### src/rtl/nes_poll_ctrl_if.sv
// CPU-side register bus for nes_poll_ctrl: one-cycle access strobe,
// registered read data with a one-cycle valid pulse.
interface nes_poll_ctrl_if;
    logic        bus_sel;
    logic        bus_we;
    logic [3:0]  bus_addr;
    logic [31:0] bus_wdata;
    logic [31:0] bus_rdata;
    logic        bus_rvalid;

    modport master (
        output bus_sel, bus_we, bus_addr, bus_wdata,
        input  bus_rdata, bus_rvalid
    );

    modport slave (
        input  bus_sel, bus_we, bus_addr, bus_wdata,
        output bus_rdata, bus_rvalid
    );
endinterface

### src/rtl/nes_poll_ctrl.sv
// nes_poll_ctrl: periodically triggers nes_bridge, waits for it to settle,
// reads its four result bytes into a snapshot and exposes snapshot, sticky
// newly-pressed bits, a commit counter and an interrupt on a 32-bit bus.
module nes_poll_ctrl #(
    parameter int unsigned POLL_PERIOD   = 833_333,
    parameter int unsigned SETTLE_CYCLES = 50_000,
    parameter bit          ACTIVE_LOW    = 1'b1
) (
    input  logic                  clk,
    input  logic                  rst,
    nes_poll_ctrl_if.slave        bus,
    output logic                  br_start,
    output logic [1:0]            br_addr,
    input  logic [7:0]            br_rdata,
    output logic                  irq
);

    localparam int unsigned TW = (POLL_PERIOD > 1)   ? $clog2(POLL_PERIOD)   : 1;
    localparam int unsigned SW = (SETTLE_CYCLES > 1) ? $clog2(SETTLE_CYCLES) : 1;
    localparam logic [TW-1:0] TIMER_LAST  = TW'(POLL_PERIOD - 1);
    localparam logic [SW-1:0] SETTLE_LAST = SW'(SETTLE_CYCLES - 1);

    typedef enum logic [2:0] {
        ST_IDLE,
        ST_START,
        ST_SETTLE,
        ST_READ,
        ST_COMMIT
    } state_e;

    state_e          state_q, state_d;
    logic [TW-1:0]   timer_q, timer_d;
    logic [SW-1:0]   wait_q, wait_d;
    logic [1:0]      idx_q, idx_d;
    logic [3:0][7:0] shadow_q, shadow_d;
    logic [31:0]     data_q, data_d;
    logic [31:0]     pressed_q, pressed_d;
    logic [15:0]     seq_q, seq_d;
    logic            enable_q, enable_d;
    logic            irq_en_q, irq_en_d;
    logic            valid_q, valid_d;
    logic            pend_q, pend_d;
    logic            ovr_q, ovr_d;
    logic [31:0]     rdata_q, rdata_d;
    logic            rvalid_q, rvalid_d;

    logic            tick;
    logic            capture;
    logic            commit;
    logic [7:0]      byte_in;
    logic [31:0]     edges;
    logic            wr, rd, wr_ctrl, wr_pressed;
    logic [31:0]     rd_mux;
    logic            unused_addr;

    assign unused_addr = ^bus.bus_addr[1:0];

    assign tick    = enable_q && (timer_q == TIMER_LAST);
    assign byte_in = ACTIVE_LOW ? ~br_rdata : br_rdata;
    assign edges   = shadow_q & ~data_q;

    assign wr         = bus.bus_sel &  bus.bus_we;
    assign rd         = bus.bus_sel & ~bus.bus_we;
    assign wr_ctrl    = wr && (bus.bus_addr[3:2] == 2'd0);
    assign wr_pressed = wr && (bus.bus_addr[3:2] == 2'd2);

    assign irq            = irq_en_q & pend_q;
    assign bus.bus_rdata  = rdata_q;
    assign bus.bus_rvalid = rvalid_q;

    // Poll sequencer: next state, bridge strobes and capture/commit controls.
    always_comb begin
        state_d  = state_q;
        wait_d   = wait_q;
        idx_d    = idx_q;
        br_start = 1'b0;
        br_addr  = '0;
        capture  = 1'b0;
        commit   = 1'b0;
        case (state_q)
            ST_IDLE: begin
                if (tick) state_d = ST_START;
            end
            ST_START: begin
                br_start = 1'b1;
                wait_d   = '0;
                state_d  = ST_SETTLE;
            end
            ST_SETTLE: begin
                if (wait_q == SETTLE_LAST) begin
                    idx_d   = '0;
                    state_d = ST_READ;
                end else begin
                    wait_d = wait_q + 1'b1;
                end
            end
            ST_READ: begin
                br_addr = idx_q;
                capture = 1'b1;
                if (idx_q == 2'd3) begin
                    idx_d   = '0;
                    state_d = ST_COMMIT;
                end else begin
                    idx_d = idx_q + 1'b1;
                end
            end
            ST_COMMIT: begin
                commit  = 1'b1;
                state_d = ST_IDLE;
            end
            default: state_d = ST_IDLE;
        endcase
    end

    // Register file, poll timer, shadow capture and read path next-state.
    // W1C clears act on the old value so bits set by a concurrent commit survive.
    always_comb begin
        timer_d = enable_q ? (tick ? '0 : timer_q + 1'b1) : '0;

        shadow_d = shadow_q;
        if (capture) shadow_d[idx_q] = byte_in;

        enable_d  = wr_ctrl ? bus.bus_wdata[0] : enable_q;
        irq_en_d  = wr_ctrl ? bus.bus_wdata[1] : irq_en_q;
        valid_d   = valid_q | commit;
        pend_d    = (pend_q & ~(wr_ctrl & bus.bus_wdata[3])) | (commit & (|edges));
        ovr_d     = (ovr_q  & ~(wr_ctrl & bus.bus_wdata[4])) | (tick & (state_q != ST_IDLE));
        pressed_d = (pressed_q & ~(wr_pressed ? bus.bus_wdata : '0)) | (commit ? edges : '0);
        data_d    = commit ? shadow_q : data_q;
        seq_d     = commit ? seq_q + 1'b1 : seq_q;

        case (bus.bus_addr[3:2])
            2'd0:    rd_mux = {27'd0, ovr_q, pend_q, valid_q, irq_en_q, enable_q};
            2'd1:    rd_mux = data_q;
            2'd2:    rd_mux = pressed_q;
            default: rd_mux = {16'd0, seq_q};
        endcase
        rdata_d  = rd ? rd_mux : rdata_q;
        rvalid_d = rd;
    end

    // State and register update with asynchronous reset.
    always_ff @(posedge clk or posedge rst) begin
        if (rst) begin
            state_q   <= ST_IDLE;
            timer_q   <= '0;
            wait_q    <= '0;
            idx_q     <= '0;
            shadow_q  <= '0;
            data_q    <= '0;
            pressed_q <= '0;
            seq_q     <= '0;
            enable_q  <= 1'b0;
            irq_en_q  <= 1'b0;
            valid_q   <= 1'b0;
            pend_q    <= 1'b0;
            ovr_q     <= 1'b0;
            rdata_q   <= '0;
            rvalid_q  <= 1'b0;
        end else begin
            state_q   <= state_d;
            timer_q   <= timer_d;
            wait_q    <= wait_d;
            idx_q     <= idx_d;
            shadow_q  <= shadow_d;
            data_q    <= data_d;
            pressed_q <= pressed_d;
            seq_q     <= seq_d;
            enable_q  <= enable_d;
            irq_en_q  <= irq_en_d;
            valid_q   <= valid_d;
            pend_q    <= pend_d;
            ovr_q     <= ovr_d;
            rdata_q   <= rdata_d;
            rvalid_q  <= rvalid_d;
        end
    end

endmodule

### src/flat_wrapper.sv
// flat-port wrapper written by rule: the top's interface ports become plain ports
module nes_poll_ctrl_flat 
#(
    parameter int unsigned POLL_PERIOD   = 833_333,
    parameter int unsigned SETTLE_CYCLES = 50_000,
    parameter bit          ACTIVE_LOW    = 1'b1
)
  (clk, rst, br_start, br_addr, br_rdata, irq, bus_bus_sel, bus_bus_we, bus_bus_addr, bus_bus_wdata, bus_bus_rdata, bus_bus_rvalid);
  nes_poll_ctrl_if bus_i ();
  input  logic clk;
  input  logic rst;
  output logic br_start;
  output logic [1:0] br_addr;
  input  logic [7:0] br_rdata;
  output logic irq;
  input wire logic [$bits(bus_i.bus_sel)-1:0] bus_bus_sel;
  input wire logic [$bits(bus_i.bus_we)-1:0] bus_bus_we;
  input wire logic [$bits(bus_i.bus_addr)-1:0] bus_bus_addr;
  input wire logic [$bits(bus_i.bus_wdata)-1:0] bus_bus_wdata;
  output wire logic [$bits(bus_i.bus_rdata)-1:0] bus_bus_rdata;
  output wire logic [$bits(bus_i.bus_rvalid)-1:0] bus_bus_rvalid;
  assign bus_i.bus_sel = bus_bus_sel;
  assign bus_i.bus_we = bus_bus_we;
  assign bus_i.bus_addr = bus_bus_addr;
  assign bus_i.bus_wdata = bus_bus_wdata;
  assign bus_bus_rdata = bus_i.bus_rdata;
  assign bus_bus_rvalid = bus_i.bus_rvalid;
  nes_poll_ctrl #(.POLL_PERIOD(POLL_PERIOD), .SETTLE_CYCLES(SETTLE_CYCLES), .ACTIVE_LOW(ACTIVE_LOW)) u_core (.clk(clk), .rst(rst), .bus(bus_i), .br_start(br_start), .br_addr(br_addr), .br_rdata(br_rdata), .irq(irq));
endmodule
### config.mk
export PLATFORM = sky130hd
export DESIGN_NAME = nes_poll_ctrl_flat
export DESIGN_NICKNAME = d
export VERILOG_FILES = /design/src/rtl/nes_poll_ctrl_if.sv /design/src/rtl/nes_poll_ctrl.sv /design/src/flat_wrapper.sv
export SDC_FILE = /design/constraint.sdc
export NUM_CORES = 1
export LEC_CHECK = 0
export ABC_AREA = 1
export CORE_MARGIN = 2
export CORE_UTILIZATION = 38
export CTS_CLUSTER_SIZE = 40
export DETAILED_ROUTE_END_ITERATION = 6
export PLACE_DENSITY = 0.69
export SYNTH_ARGS = -nofsm -noshare
export SYNTH_HDL_FRONTEND = slang
export SYNTH_SLANG_ARGS = --single-unit
### constraint.sdc
create_clock -name clk -period 18.5 [get_ports clk]
set_clock_uncertainty 0.15 [all_clocks]
set_input_delay 1.85 -clock clk [delete_from_list [all_inputs] [get_ports clk]]
set_output_delay 1.85 -clock clk [all_outputs]
set_load 0.03 [all_outputs]
### After elaboration in Yosys (flattened, before gate mapping)

Cells that the tools add are included.

* register bits after elaboration: 191
* output and inout port bits: 37
* word-level logic and storage cells: 92

* bitwise operators: 21
* reductions and logical operators: 13
* equal/unequal tests: 13
* order comparisons: 2
* $add $sub $neg: 4
* mux-type cells: 21

Operator list (number)
* $pmux 32 s3: 1
* $and 32x32->32: 2
* $mux 32: 2
* $not 32->32: 2
* $mux 20: 2
* $add 16x1->16 const B: 2
* $bwmux 32: 1
* $or 32x32->32: 1
* $pmux 16 s2: 1
* $reduce_or 32->1: 1
* $add 20x1->20 const B: 1
* $eq 20x20->1 const B: 1
* $demux 8 s2: 1
* $eq 16x16->1 const B: 1
* $mux 16: 1
* $pmux 3 s4: 1
* $and 1x1->1: 9
* $mux 3: 3
* $mux 8: 1
* $not 8->8: 1
* $eq 3x2->1 const B: 2
* $mux 2: 3
* $ne 2x1->1 const B: 3
* $eq 2x2->1 const B: 2
* 18 further kinds: 29

### Logic depth before layout (Yosys ltp)

* depth in word-level cells: 6
* mapped depth: 9
* mapped depth without buffers: 9

### Worst setup path after synthesis

OpenSTA, ideal clock, no wires.

* kind: register to output
* start: reg u_core.state_q[1]
* end: out br_addr[0]
* path slack: 15.479 ns
* required time: 16.500 ns
* path buffers: 0
* cell stages (with the launch flop): 3
* arrival: 1.021 ns
* cell sequence: dfrtp_1 -> nand3_2 -> nor2_1

* word-level cells in the longest chain between the ends: 2

RTL lines
* start, declared: RTL line nes_poll_ctrl.sv:31 `state_e state_q, state_d;`
* start signal, assigned: RTL line nes_poll_ctrl.sv:161 `state_q <= state_d;`
* $eq 3x2->1: RTL line nes_poll_ctrl.sv:80 `case (state_q)`
* $mux 2: RTL line nes_poll_ctrl.sv:80
* end, declared: RTL line flat_wrapper.sv:13 `output logic [1:0] br_addr;`

No other way between the ends.

### Worst setup path after layout

Ends and elaborated chain as after synthesis.

==> flow_summary.yaml <==
logic_synthesis:
  yosys.area.top_type: "dfrtp_1"
  synthMuxAreaShare: 0
  ys_types: 36
  ys_seq_elements: 191
  synth_top_family_by_area: "simple AND/OR/NAND/NOR gates"
  synth_top_cells_by_count: "nand2_1 (305), dfrtp_1 (191), nor2_1 (107)"
  synthArstFlopShare: 1.00
  synth_compound_area_frac: 0.115
  syn_nets: 1129
  yosys-top-cells-area: "dfrtp_1 (53%), nand2_1 (13%), o21ai_0 (4.5%)"
  syn_area_sq_um: 8950
  yosysWarnings: 0
  synth_xor_area_frac: 0.0274
  ys_seq_area_frac: 0.534
  synth_edf_count: 0
  synth-simple-area-share: 0.250
  synth_top_area_frac: 0.534
  synth_ff_type: "dfrtp_1"
  synth.avg_cell_area_sq_um: 8.34
  syn_inst: 1073
  synth.most_common_cell: "nand2_1"
  synth_fa_ha_area_frac: 0.0112
floorplanning:
  fp.dieW_um: 158
  die-area_sq_um: 24800
  die_h_um: 158
  row_count: 56
  io_pins: 85
  initial_core_util: 0.384
  core_area_sq_um: 23300
global_routing:
  grt_pass1_vias: 6974
  grt_max_degree: 131
  grt_pass1_wl_mm: 34.6
  globalRouteTotalUtil: 0.177
  antenna_found_initial: 0
  grt_overflow: 0
sta:
  finalSetupViolCount: 0
  fin_ws_ns: 14.43
  max_freq_ghz: 0.245
  finalHoldViolations: 0
  relSlewSlack: 0.362
  fin_crit_sh: 0.220
  rsz0062_at_grt: "no"
  worst-slew-pin-transition_ns: 0.958
  drv_slew: 0
  period_minus_slack_ns: 4.07
  finalSetupTns_ns: 0
worst_setup_path:
  crit_type: "register to output pin"
  critPathMaxFanout: 6
  cp-startpoint: "u_core.state_q[1]"
  r2r_slack_ns: 16.07
  slowest_stage: "clkdlybuf4s50_1"
  r2r-end: "u_core.seq_q[2]"
  crit_required_ns: 16.50
  worstPathArrival_ns: 2.07
  crit_family: "buffers and inverters"
  worst-path-buf-inv: 1
  critPathMaxStageDelay_ns: 0.72
  reg2reg_from: "u_core.state_q[1]"
  rr_worst_depth: 5
  crit_path_cell_trace: "nand3_2 -> nor2_1 -> clkdlybuf4s50_1"
  cp-end-kind: "output pin"
  cp-start-kind: "register"
power:
  netSwitchingPower_uw: 246
  p_int_uw: 679
  power_frac_seq: 0.486
  switching_share: 0.266
  clock_power_share: 0.416
  p_leak_nw: 4.85
  p_per_area_nw_per_um2: 86.8
  p_comb_frac: 0.098
  ir_drop_uv: 49.5
clock_network:
  clk_latency_ns: 0.43
  cts-hold-fix-buffers: 0
  clk_path_buf_depth: 2
  cts_tree: "done"
  htree_levels: 4
  post_cts_buffers: 0
  clk_pin_slew_ns: 0.07
  ctsResizeCount: 0
  cts_buffers: 17
  cts_root_buf: "clkbuf_16"
  cts.sinks: 191
layout:
  num-nets-final: 1197
  fillers: 2265
  syn2layout_area_growth_pct: 19.0
  drive_gt1_frac: 0.0676
  antenna_cells_inserted: 0
routing:
  wl_per_cell_um: 14.2
  viasPerCell: 4.91
  dr.first_iter.drc_count: 571
  drc: 0
  finalWirelength_mm: 20.9
  ant_nets: 0
  drt_first_pass_iters: 5
  via_count: 7235
placement:
  dp_slack_ns: 14.28
  gp_congestion: 0.886
  dp_hpwl_mm: 14.1
  numPortBuffers: 82
min_path:
  hp-class: "register to register"
  hp-start: "u_core.valid_q"
  worstHoldEndpoint: "u_core.valid_q"
  whs_path_depth: 1
outcome:
  status: "completed"
job:
  maxCapViolCount: 0
-- sequential cells by signal, indices dropped and copies added, names as in the netlist, 2 cells and up --
register,flops
u_core.pressed_q,32
u_core.data_q,32
u_core.seq_q,16
u_core.bus.bus_rdata,32
u_core.state_q,3
u_core.shadow_q,32
u_core.timer_q,20
u_core.wait_q,16
u_core.idx_q,2
-- placed cells by master, fill, tap and decap left out, types with 5 or more instances in the layout --
cell	netlist	routed
a21oi_1	9	9
a221oi_1	9	9
a22o_1	7	7
a31oi_1	16	16
clkbuf_16	0	17
clkdlybuf4s50_1	0	82
dfrtp_1	191	191
ha_1	8	8
inv_1	96	95
inv_8	0	5
nand2_1	305	305
nand2_2	10	10
nand3_1	63	63
nand4_1	12	12
nor2_1	107	107
nor2_2	7	6
nor3_1	12	12
o21ai_0	81	81
o21ai_1	41	41
xnor2_1	8	8
xor2_1	20	20
-- stage by stage --
step           hold WS (ns)  total power, mW  instances   util  cell area [sq um]
2_1_floorplan         0.284            0.507       1073      -               8950
3_3_place_gp          0.299            0.547       1441  0.430              10000
3_5_place_dp          0.302            0.550       1441  0.430              10000
4_1_cts               0.325            0.932       1473  0.457              10700
5_1_grt               0.354            0.961       1473  0.457              10700
6_report              0.322            0.925       1473  0.457              10700
-- final cells by class --
type / count / area, sq um / share of cell area
flip-flops and latches: 191 / 4780 / 0.449
well taps: 319 / 399 / 0.0375
repair buffers: 85 / 843 / 0.0792
multi-input cells: 745 / 3620 / 0.340
inverters: 101 / 389 / 0.0365
clock inverters: 15 / 196 / 0.0184
clock buffers: 17 / 425 / 0.0399
-- power by group through the flow --
stage / registers [mW] / logic [mW] / clock network (mW)
after global routing: 0.452 / 0.101 / 0.408
final: 0.449 / 0.0909 / 0.385
after floorplan: 0.471 / 0.0356 / 0
after global placement: 0.457 / 0.0906 / 0
after detailed placement: 0.457 / 0.0921 / 0
after CTS: 0.449 / 0.0926 / 0.391
-- logic make-up after synthesis --
kind of cell / after synthesis
AOI/OAI and AO/OA: 178
adders and majority gates: 8
buffers and inverters: 137
DFF: 191
xor gates and xnor gates: 28
and+or+nand+nor: 531
-- how the worst max path moves through the flow --
stage / end / slack [ns] / cells past startpoint
after floorplan: u_core.bus.bus_rdata[0] / 11.30 / 1
after detailed placement: u_core.bus.bus_rdata[2] / 14.28 / 8
final: br_addr[0] / 14.43 / 3
after global placement: u_core.bus.bus_rdata[3] / 14.26 / 8
after CTS: br_addr[0] / 14.43 / 3
after global routing: br_addr[0] / 14.33 / 3
-- layer usage --
layer | GRT usage | wire [um] | vias up
li1 | - | - | 3608
met1 | 0.239 | 9870 | 3449
met2 | 0.292 | 9840 | 153
met3 | 0.0317 | 830 | 25
met4 | 0.0502 | 361 | 0
met5 | 0 | 0 | -
(Power assumes the default switching activity.)
